## config.mk

```make
export PLATFORM = sky130hd
export DESIGN_NAME = fpu_addsub_ctrl
export DESIGN_NICKNAME = d
export VERILOG_FILES = /design/src/rtl/fpu_addsub_ctrl.sv
export SDC_FILE = /design/constraint.sdc
export NUM_CORES = 1
export LEC_CHECK = 0
export BUFFER_PORTS_ARGS = -buffer_cell sky130_fd_sc_hd__buf_2
export CAP_MARGIN = 25
export CORE_ASPECT_RATIO = 0.5
export CORE_MARGIN = 5
export CORE_UTILIZATION = 54
export CTS_BUF_LIST = sky130_fd_sc_hd__clkbuf_16
export DETAILED_ROUTE_END_ITERATION = 12
export PLACE_DENSITY = 0.95
export SLEW_MARGIN = 40
export SYNTH_ARGS = -nofsm -noshare
export SYNTH_HDL_FRONTEND = slang
export SYNTH_SLANG_ARGS = --single-unit
```

## constraint.sdc

```tcl
create_clock -name clk -period 3 [get_ports clk]
set_input_delay 0.15 -clock clk [delete_from_list [all_inputs] [get_ports clk]]
set_output_delay 0.15 -clock clk [all_outputs]
set_load 0.05 [all_outputs]
```

## src/rtl/fpu_addsub_ctrl.sv

```systemverilog
// Issue/response controller for the binary32 add/sub core: resolves rounding, bypasses special operands, maps core results to fflags.
// Optional FPU_FFLAGS_ACC_EN adds a sticky fflags accumulator (fflags_clr / fflags_acc).
module fpu_addsub_ctrl #(
  parameter int          LAT_MAX   = 15,
  parameter logic [31:0] CANON_NAN = 32'h7FC0_0000
) (
  input  logic        clk,
  input  logic        rst,
  input  logic        req_valid,
  output logic        req_ready,
  input  logic        req_op,
  input  logic [31:0] req_a,
  input  logic [31:0] req_b,
  input  logic [2:0]  req_rm,
  input  logic [2:0]  csr_frm,
  output logic        core_start,
  output logic        core_add0_sub1,
  output logic [31:0] core_operA,
  output logic [31:0] core_operB,
  output logic [2:0]  core_frm,
  input  logic [31:0] core_result,
  input  logic        core_nx,
  input  logic        core_done,
`ifdef FPU_FFLAGS_ACC_EN
  input  logic        fflags_clr,
  output logic [4:0]  fflags_acc,
`endif
  output logic        rsp_valid,
  input  logic        rsp_ready,
  output logic [31:0] rsp_result,
  output logic [4:0]  rsp_flags,
  output logic        busy
);

  localparam int CNT_W = (LAT_MAX < 3) ? 1 : $clog2(LAT_MAX);
  localparam logic [4:0] FLAG_NV = 5'b10000;
  localparam logic [4:0] FLAG_OF_NX = 5'b00101;

  typedef enum logic [2:0] {IDLE, CLASSIFY, ISSUE, WAIT, RESP} state_t;

  state_t             state_q, state_d;
  logic               op_q;
  logic [31:0]        a_q, b_q, res_q;
  logic [2:0]         rm_q;
  logic [4:0]         flags_q;
  logic [CNT_W-1:0]   cnt_q;

  logic        sa, sb, a_zero, b_zero, a_inf, b_inf, a_nan, b_nan, a_snan, b_snan;
  logic        rm_bad, rdn, timeout;
  logic        byp_hit;
  logic [31:0] byp_res, zero_res;
  logic [4:0]  byp_flags;
  logic        core_sign, to_inf;
  logic [31:0] done_res;
  logic [4:0]  done_flags;

  // Subnormals classify as zero (exponent 0), which flushes them without a flag
  assign sa       = a_q[31];
  assign sb       = b_q[31] ^ op_q;
  assign a_zero   = (a_q[30:23] == 8'h00);
  assign b_zero   = (b_q[30:23] == 8'h00);
  assign a_inf    = (a_q[30:23] == 8'hFF) && (a_q[22:0] == 23'd0);
  assign b_inf    = (b_q[30:23] == 8'hFF) && (b_q[22:0] == 23'd0);
  assign a_nan    = (a_q[30:23] == 8'hFF) && (a_q[22:0] != 23'd0);
  assign b_nan    = (b_q[30:23] == 8'hFF) && (b_q[22:0] != 23'd0);
  assign a_snan   = a_nan && !a_q[22];
  assign b_snan   = b_nan && !b_q[22];
  assign rm_bad   = (rm_q == 3'b101) || (rm_q == 3'b110) || (rm_q == 3'b111);
  assign rdn      = (rm_q == 3'b010);
  assign zero_res = {rdn, 31'd0};
  assign timeout  = (cnt_q == CNT_W'(LAT_MAX - 1));

  always_comb begin
    byp_hit   = 1'b1;
    byp_res   = CANON_NAN;
    byp_flags = 5'b00000;
    if (rm_bad) begin
      byp_flags = FLAG_NV;
    end else if (a_snan || b_snan) begin
      byp_flags = FLAG_NV;
    end else if (a_nan || b_nan) begin
      byp_flags = 5'b00000;
    end else if (a_inf && b_inf && (sa != sb)) begin
      byp_flags = FLAG_NV;
    end else if (a_inf) begin
      byp_res = {sa, 8'hFF, 23'd0};
    end else if (b_inf) begin
      byp_res = {sb, 8'hFF, 23'd0};
    end else if (a_zero && b_zero) begin
      byp_res = (sa == sb) ? {sa, 31'd0} : zero_res;
    end else if (a_zero) begin
      byp_res = {sb, b_q[30:0]};
    end else if (b_zero) begin
      byp_res = a_q;
    end else if ((a_q[30:0] == b_q[30:0]) && (sa != sb)) begin
      byp_res = zero_res;
    end else begin
      byp_hit = 1'b0;
    end
  end

  // Core overflow saturates to Inf or max-finite depending on rounding direction
  assign core_sign = core_result[31];
  assign to_inf    = (rm_q == 3'b000) || (rm_q == 3'b100) ||
                     ((rm_q == 3'b011) && !core_sign) || ((rm_q == 3'b010) && core_sign);

  always_comb begin
    done_res   = core_result;
    done_flags = {4'b0000, core_nx};
    if (core_result[30:23] == 8'hFF) begin
      done_res   = to_inf ? {core_sign, 8'hFF, 23'd0} : {core_sign, 31'h7F7F_FFFF};
      done_flags = FLAG_OF_NX;
    end
  end

  always_ff @(posedge clk) begin
    if (rst) state_q <= IDLE;
    else     state_q <= state_d;
  end

  always_comb begin
    state_d    = state_q;
    req_ready  = 1'b0;
    core_start = 1'b0;
    rsp_valid  = 1'b0;
    busy       = 1'b1;
    case (state_q)
      IDLE: begin
        req_ready = 1'b1;
        busy      = 1'b0;
        if (req_valid) state_d = CLASSIFY;
      end
      CLASSIFY: state_d = byp_hit ? RESP : ISSUE;
      ISSUE: begin
        core_start = 1'b1;
        state_d    = WAIT;
      end
      WAIT: if (core_done || timeout) state_d = RESP;
      RESP: begin
        rsp_valid = 1'b1;
        if (rsp_ready) state_d = IDLE;
      end
      default: state_d = IDLE;
    endcase
  end

  always_ff @(posedge clk) begin
    if (rst) begin
      op_q    <= 1'b0;
      a_q     <= 32'd0;
      b_q     <= 32'd0;
      rm_q    <= 3'b000;
      res_q   <= 32'd0;
      flags_q <= 5'b00000;
      cnt_q   <= '0;
    end else begin
      case (state_q)
        IDLE: if (req_valid) begin
          op_q <= req_op;
          a_q  <= req_a;
          b_q  <= req_b;
          rm_q <= (req_rm == 3'b111) ? csr_frm : req_rm;
        end
        CLASSIFY: begin
          cnt_q <= '0;
          if (byp_hit) begin
            res_q   <= byp_res;
            flags_q <= byp_flags;
          end
        end
        WAIT: begin
          if (core_done) begin
            res_q   <= done_res;
            flags_q <= done_flags;
          end else if (timeout) begin
            res_q   <= CANON_NAN;
            flags_q <= FLAG_NV;
          end else begin
            cnt_q <= cnt_q + 1'b1;
          end
        end
        default: ;
      endcase
    end
  end

  // Latched operands already hold steady from ISSUE through the done cycle
  assign core_add0_sub1 = op_q;
  assign core_operA     = a_q;
  assign core_operB     = b_q;
  assign core_frm       = rm_q;
  assign rsp_result     = res_q;
  assign rsp_flags      = flags_q;

`ifdef FPU_FFLAGS_ACC_EN
  // Clear-then-set: a clear coinciding with a handshake keeps only the new flags
  always_ff @(posedge clk) begin
    if (rst) begin
      fflags_acc <= 5'b00000;
    end else if (rsp_valid && rsp_ready) begin
      fflags_acc <= fflags_clr ? rsp_flags : (fflags_acc | rsp_flags);
    end else if (fflags_clr) begin
      fflags_acc <= 5'b00000;
    end
  end
`endif

endmodule

```

==> results of run 1 <==
## layout by cell type, fill, tap and decap left out, drive strengths merged, types with 4 or more instances in the layout
cell type  netlist  layout
a21oi          102     102
a22oi           25      25
buf             23     228
clkbuf          32       9
dfxtp          110     110
inv              7      12
nand2          148     148
nand2b           5       5
nand3           12      12
nand4           28      28
nor2            58      58
nor3            53      53
nor4            13      13
o211ai           4       4
o21ai           10      10
o22ai           23      23
o31ai            4       4
o32ai           10      10
o41ai            5       5
or4              6       6
xnor2           32      32
## stage by stage
step / hold slack [ns] / power (W) / instance area [um2] / util [%] / cells
floorplan: 0.286 / 0.00330 / 5770 / - / 749
global placement: 0.390 / 0.00381 / 6870 / 66.6 / 1062
detailed placement: 0.396 / 0.00382 / 6870 / 66.6 / 1062
CTS: 0.0184 / 0.00505 / 7170 / 69.6 / 1078
global route: 0.0209 / 0.00530 / 7170 / 69.6 / 1078
finish: 0.0189 / 0.00511 / 7170 / 69.6 / 1078
## worst max-delay path, delay by kind of cell (launching register included)
family,cells,cell delay [ns]
AND/OR/NAND/NOR,4,1.35
flip-flops,1,0.55
AO/OA/AOI/OAI,1,0.37
XOR/XNOR,1,0.21
## power by group through the flow
stage	Sequential, W	Clock (W)	Combinational, W
after floorplan	0.00233	0	0.000969
after global placement	0.00187	0	0.00194
after detailed placement	0.00187	0	0.00195
after CTS	0.00184	0.00126	0.00196
after global routing	0.00187	0.00133	0.00210
final	0.00186	0.00126	0.00199
## state kept, by name (all words and copies together), names as in the netlist
| register | count |
|---|---|
| core_frm | 3 |
| cnt_q | 4 |
| core_operB | 32 |
| rsp_flags | 3 |
| core_operA | 32 |
| state_q | 3 |
| rsp_result | 32 |
| core_add0_sub1 | 1 |
## final timing paths
| path | to | slack (ns) | cells after the start |
|---|---|---|---|
| worst max-delay path | rsp_result[29] | 0.39 | 6 |
| worst max register to register | rsp_result[29] | 0.39 | 6 |
| worst min-delay path | core_operB[21] | 0.02 | 3 |
| worst min register to register | rsp_result[24] | 0.48 | 2 |
## routing by layer
| layer | vias up | global-route usage, % |
|---|---|---|
| met1 | 3090 | 45.7 |
| met5 | - | 0 |
| met2 | 490 | 43.9 |
| met3 | 66 | 12.8 |
| met4 | 0 | 7.32 |
| li1 | 3070 | - |
## final cells by class
cell class,count,area [um2]
fillers,863,3140
flip-flops and latches,110,2200
well taps,140,175
repair buffers,228,1190
inverters,7,26.3
clock buffers,9,225
clock inverters,7,80.1
multi-input cells,577,3280
## kinds of logic (layout without fill, tap and decap cells)
group / after synthesis / after routing / share of synthesized area, %
compound gates: 203 / 203 / 22.6
fa+ha+maj: 2 / 2 / 0.434
xor+xnor: 33 / 33 / 5.14
buf+inv: 62 / 251 / 5.10
flops: 110 / 110 / 38.2
other cells: 1 / 2 / 0.0651
simple gates: 337 / 337 / 28.4
==> results.rst, run 1 <==
.. list-table::
   :header-rows: 1

   * - Metric
     - Value
   * - DR DRC count
     - 0
   * - Worst-case clock skew
     - 0.00749 ns
   * - Max Fanout on Critical Path
     - 6
   * - Global route total overflow
     - 0
   * - Master of the slowest instance on the critical path
     - nor4_1
   * - Clock period minus worst slack
     - 2.61 ns
   * - Largest stage delay on the critical path
     - 0.72 ns
   * - Seq/Total Area, Yosys
     - 38.2%
   * - Worst-path clk slew
     - 0.08 ns
   * - Power Dens Cells
     - 712 nW/um2
   * - Max Cap Violations
     - 0
   * - Total of hold buffers inserted after clock tree synthesis
     - 0
   * - Type of the worst setup path
     - reg2reg
   * - Dominant cell type by area after synthesis
     - dfxtp_1
   * - Drt first-iter violations
     - 892
   * - Tot GR Track Use
     - 31.7%
   * - Hold violation total from the final report
     - 0
   * - Wire length of the first global-routing pass
     - 33100 um
   * - Ys Warns
     - 0
   * - Reg-to-Reg Start
     - core_operB[23]
   * - Most used standard cell by instance count after synthesis
     - nand2_1
   * - Result of the run
     - complete, no violations
   * - Main area contributors after synthesis
     - dfxtp_1 (38%), nand2_1 (9.6%), a21oi_1 (8.9%)
   * - Area share of the largest cell type after synthesis
     - 38.2%
   * - Data required time at the worst endpoint
     - 3.25 ns
   * - Synth Instances
     - 748
   * - WL met3
     - 3270 um
   * - Count of state elements after synthesis
     - 110
   * - Resize count post-CTS
     - 0
   * - Die X-Extent
     - 156 um
   * - CTS Root Buffer Type
     - clkbuf_16
   * - Critical path, cell by cell
     - xnor2_1 -> nand4_1 -> nor4_1 -> and4_1 -> nor2_2 -> o41ai_2
   * - Endpoint kind of the worst setup timing path
     - flip-flop
   * - Worst skew pair latency
     - 0.36 ns
   * - Share of async-settable or async-resettable flops after synthesis
     - 0%
   * - Setup Buffers After CTS
     - 0
   * - H-tree lvl count
     - 3
   * - Part of the total power dissipated in sequential elements
     - 36.5%
   * - Standard cell core area
     - 10300 um2
   * - Antenna-violating nets left
     - 0
   * - Post-synth EDFFs
     - 0
   * - Ratio of final minimum period to clock period
     - 87.0%
   * - Antenna violations before repair
     - 0
   * - Worst ir drop on vdd
     - 0.381 mV
   * - Flip-flop cell with the highest count after synthesis
     - dfxtp_1
   * - Part of the total power dissipated in the clock network
     - 24.6%
   * - Total number of nets in the final design
     - 1044
   * - Setup TNS Final
     - 0 ns
   * - Vias after detailed routing
     - 6716
   * - Clock buffer count from CTS
     - 9
   * - Share of post-route cells with drive strength above 1
     - 29.3%
   * - Sink count of the clock tree
     - 110
   * - Most common library cells after synthesis
     - nand2_1 (148), dfxtp_1 (110), a21oi_1 (102)
   * - Relative area change from synthesis to final layout
     - 24.4%
   * - Number of optimization iterations in the first detailed-route pass
     - 9
   * - Wire length on met1
     - 8900 um
   * - Start point of the critical path
     - core_operB[23]
   * - I/O Buffers
     - 215
   * - Fin. max-slew vios
     - 0
   * - Comb pwr share
     - 39.0%
   * - Clock Tree Buf Depth
     - 2
   * - Net switching component of the power
     - 0.00224 W
   * - Top layer used by detailed routing
     - met4
   * - Data arrival time at the worst-slack endpoint
     - 2.86 ns
   * - Row count
     - 26
   * - Initial cell density of the core
     - 55.9%
   * - Cell variety after synth
     - 54
   * - Final weighted congestion in routability-driven placement
     - 1.08
   * - Leakage power summed over all cells
     - 3.06 nW
   * - Die Y-Extent
     - 83.1 um
   * - Average instance area after synthesis
     - 7.71 um2
   * - Startpoint type of the worst setup path
     - flip-flop
   * - Dpl ws
     - 0.535 ns
   * - I/O pins
     - 218
   * - Power Internal
     - 0.00287 W
   * - Final WS setup
     - 0.390 ns
   * - Setup repair after global routing missed its margin
     - no
   * - Vias in the first global route
     - 6069
   * - Net switching share of the total power
     - 43.8%
   * - Routed wire length
     - 21600 um
   * - Average wire per cell in the routed design
     - 20.0 um
   * - Detailed placement HPWL
     - 16100 um
   * - Met2 wire length
     - 8930 um
   * - Fmax
     - 383 MHz
   * - Worst slew margin
     - 44.0%
   * - Number of setup violations in the final report
     - 0
   * - Via-to-Cell Ratio
     - 6.23
   * - Total standard cell area after synthesis
     - 5760 um2
   * - Maximum number of pins on one net before global-route repair
     - 61
   * - Slew @ Worst Pin
     - 0.840 ns
   * - Die Footprint
     - 13000 um2
   * - TritonCTS clock tree
     - yes
   * - Hold wc startpoint
     - req_b[21]
   * - Kind of path behind the tightest hold check
     - in2reg
   * - Final antenna diode count
     - 0
No activity file was read; power rests on OpenSTA's default activity.
==> run 2, diff against run 1 <==
- CORE_UTILIZATION: 54 -> 45
- PLACE_DENSITY: 0.95 -> 0.87
- clock period: 3 -> 2.3 ns (I/O delays scaled with it)
==> results.rst, run 2 (synthesis results as in run 1) <==
.. list-table::
   :header-rows: 1

   * - Metric
     - Value
   * - Comb pwr share
     - 43.1% (+4.1 points)
   * - Number of setup violations in the final report
     - 4 (+4)
   * - Result of the run
     - finished with violations
   * - Final core utilization
     - 61.6% (-8.0 points)
   * - Total number of nets in the final design
     - 1100 (+5.4%)
   * - Die Footprint
     - 15300 um2 (+18%)
   * - TritonCTS clock tree
     - yes
   * - Kind of path behind the tightest hold check
     - in2reg
   * - Endpoint kind of the worst setup timing path
     - flip-flop
   * - Power Dens Cells
     - 863 nW/um2 (+21%)
   * - Net switching share of the total power
     - 43.9% (+0.12 points)
   * - Final antenna diode count
     - 0 (unchanged)
   * - Global route total overflow
     - 0 (unchanged)
   * - Data arrival time at the worst-slack endpoint
     - 2.61 ns (-0.25 ns)
   * - Standard cell core area
     - 12600 um2 (+22%)
   * - Top library cells by usage in the layout, fill and taps aside
     - buf_2 (214), nand2_1 (147), dfxtp_1 (109)
   * - Worst ir drop on vdd
     - 0.485 mV (+27%)
   * - Part of the total power dissipated in the clock network
     - 21.6% (-3.0 points)
   * - Failing checks
     - negative setup slack
   * - Most frequent standard cell in the layout excluding fill and tap cells
     - buf_2
   * - Filler-free cell count of the finished design
     - 1164 (+8.0%)
   * - Vias after detailed routing
     - 6899 (+2.7%)
   * - Worst-path clk slew
     - 0.07 ns (about the same)
   * - Tot GR Track Use
     - 28.3% (-3.4 points)
   * - Final WS setup
     - -0.0833 ns (-0.473 ns)
   * - Leakage power summed over all cells
     - 3.33 nW (+9.0%)
   * - Routed wire length
     - 22800 um (+5.5%)
   * - Final weighted congestion in routability-driven placement
     - 0.975 (-9.6%)
   * - Worst slew margin
     - 63.4% (+19 points)
   * - Clock buffer count from CTS
     - 9 (unchanged)
   * - Via-to-Cell Ratio
     - 5.93 (-4.9%)
   * - I/O Buffers
     - 215 (unchanged)
   * - Clock Tree Buf Depth
     - 2 (unchanged)
   * - Antenna-violating nets left
     - 0 (unchanged)
   * - Max Fanout on Critical Path
     - 22 (+16)
   * - Dpl ws
     - 0.0373 ns (-0.497 ns)
   * - CTS Root Buffer Type
     - clkbuf_16
   * - Ratio of final minimum period to clock period
     - 104% (+17 points)
   * - Reg-to-Reg Start
     - core_operA[23]
   * - Net switching component of the power
     - 0.00293 W (+31%)
   * - Initial cell density of the core
     - 45.8% (-10 points)
   * - Row count
     - 29 (+12%)
   * - Fin. max-slew vios
     - 0 (unchanged)
   * - Length in cells of the worst reg-to-reg path
     - 7 (+1)
   * - Detailed placement HPWL
     - 16800 um (+4.5%)
   * - Hold wc startpoint
     - req_b[11]
   * - Startpoint type of the worst setup path
     - flip-flop
   * - Vias in the first global route
     - 6421 (+5.8%)
   * - Setup TNS Final
     - -0.152 ns (-0.152 ns)
   * - Share of post-route cells with drive strength above 1
     - 32.7% (+3.4 points)
   * - Register-to-Register Setup Slack
     - -0.08 ns (-0.47 ns)
   * - Hold violation total from the final report
     - 0 (unchanged)
   * - Relative area change from synthesis to final layout
     - 34.5%
   * - Largest stage delay on the critical path
     - 0.62 ns (-0.10 ns)
   * - Number of cells on the worst hold path
     - 3 (unchanged)
   * - Wire length of the first global-routing pass
     - 35100 um (+6.1%)
   * - H-tree lvl count
     - 3 (unchanged)
   * - Die Y-Extent
     - 90.0 um (+8.4%)
   * - Worst-case clock skew
     - 0.00633 ns (-0.00115 ns)
   * - Type of the worst setup path
     - reg2reg
   * - Master of the slowest instance on the critical path
     - or4_4
   * - Clock period minus worst slack
     - 2.38 ns (-0.227 ns)
   * - Number of optimization iterations in the first detailed-route pass
     - 8 (-1)
   * - Power Internal
     - 0.00375 W (+31%)
   * - Number of placed instances with taps included
     - 1127 (+6.1%)
   * - Max Cap Violations
     - 0 (unchanged)
   * - Total power consumption of the routed design
     - 0.00669 W (+31%)
   * - Slew @ Worst Pin
     - 0.547 ns (-0.293 ns)
   * - Fmax
     - 420 MHz (+9.5%)
   * - Sink count of the clock tree
     - 110 (unchanged)
   * - Critical path, cell by cell
     - or4_4 -> o211a_1 -> buf_4 -> a22oi_1 -> o22ai_1 -> a21oi_1 -> nor3_2
   * - Endpoint of the worst hold path
     - core_operB[11]
   * - DR DRC count
     - 0 (unchanged)
   * - Part of the total power dissipated in sequential elements
     - 35.3% (-1.2 points)
   * - I/O pins
     - 218 (unchanged)
   * - Setup repair after global routing missed its margin
     - yes
   * - Worst skew pair latency
     - 0.35 ns (about the same)
   * - Average wire per cell in the routed design
     - 19.6 um (-2.3%)
   * - Reg2reg end
     - rsp_result[7]
   * - Antenna violations before repair
     - 0 (unchanged)
   * - Maximum number of pins on one net before global-route repair
     - 69 (+13%)
   * - Drt first-iter violations
     - 834 (-6.5%)
   * - Die X-Extent
     - 170 um (+8.9%)
   * - Data required time at the worst endpoint
     - 2.52 ns (-0.73 ns)
==> run 2: per-layer routing <==
metal / wire [um] / vias to the layer above / GRT usage (%)
met5: 0 / - / 0
met4: 678 / 0 / 7.64
met3: 2680 / 78 / 6.22
met2: 9990 / 449 / 43.1
met1: 9410 / 3200 / 40.4
li1: - / 3172 / -
==> run 2: how the worst max path moves through the flow <==
| stage | cells after the start | slack (ns) | startpoint | end |
|---|---|---|---|---|
| global route | 7 | -0.07 | core_operA[23] | rsp_result[7] |
| CTS | 7 | 0.03 | core_operA[23] | rsp_result[3] |
| detailed placement | 7 | 0.04 | core_operA[23] | rsp_result[3] |
| global placement | 7 | 0.07 | core_operA[23] | rsp_result[3] |
| finish | 7 | -0.08 | core_operA[23] | rsp_result[7] |
| floorplan | 7 | 0.11 | state_q[1] | core_operA[12] |
==> run 2: layout make-up <==
cell class,instances,area [um2]
Clock buffer,9,225
Clock inverter,7,42.5
Fill cell,1088,4840
Inverter,7,26.3
Multi-Input combinational cell,577,3340
Sequential cell,110,2200
Tap cell,170,213
Timing Repair Buffer,284,1700
==> run 2: stage by stage <==
step	hold WS, ns	instance area (um2)
2_1_floorplan	0.251	5770
3_3_place_gp	0.356	7210
3_5_place_dp	0.361	7210
4_1_cts	0.000585	7670
5_1_grt	0.00818	7750
6_report	0.000413	7750
==> run 2: power groups by stage <==
stage	Sequential [W]	Clock, W	Combinational, W
2_1_floorplan	0.00304	0	0.00127
3_3_place_gp	0.00238	0	0.00271
3_5_place_dp	0.00239	0	0.00274
4_1_cts	0.00235	0.00146	0.00278
5_1_grt	0.00239	0.00153	0.00305
6_report	0.00236	0.00144	0.00288
==> run 2: critical path: cells and delay by family, from the launching register on <==
family,cells,cell delay (ns)
AO/OA/AOI/OAI,4,0.99
AND/OR/NAND/NOR,2,0.67
flip-flops,1,0.37
buffers and inverters,1,0.22
==> run 2: repair_timing <==
item                       in CTS  in global routing
buffers inserted                0                  1
hold buffers                   19                  1
setup endpoints to repair       0                 21
gates resized for setup         0                 16
hold endpoints to repair       19                  1
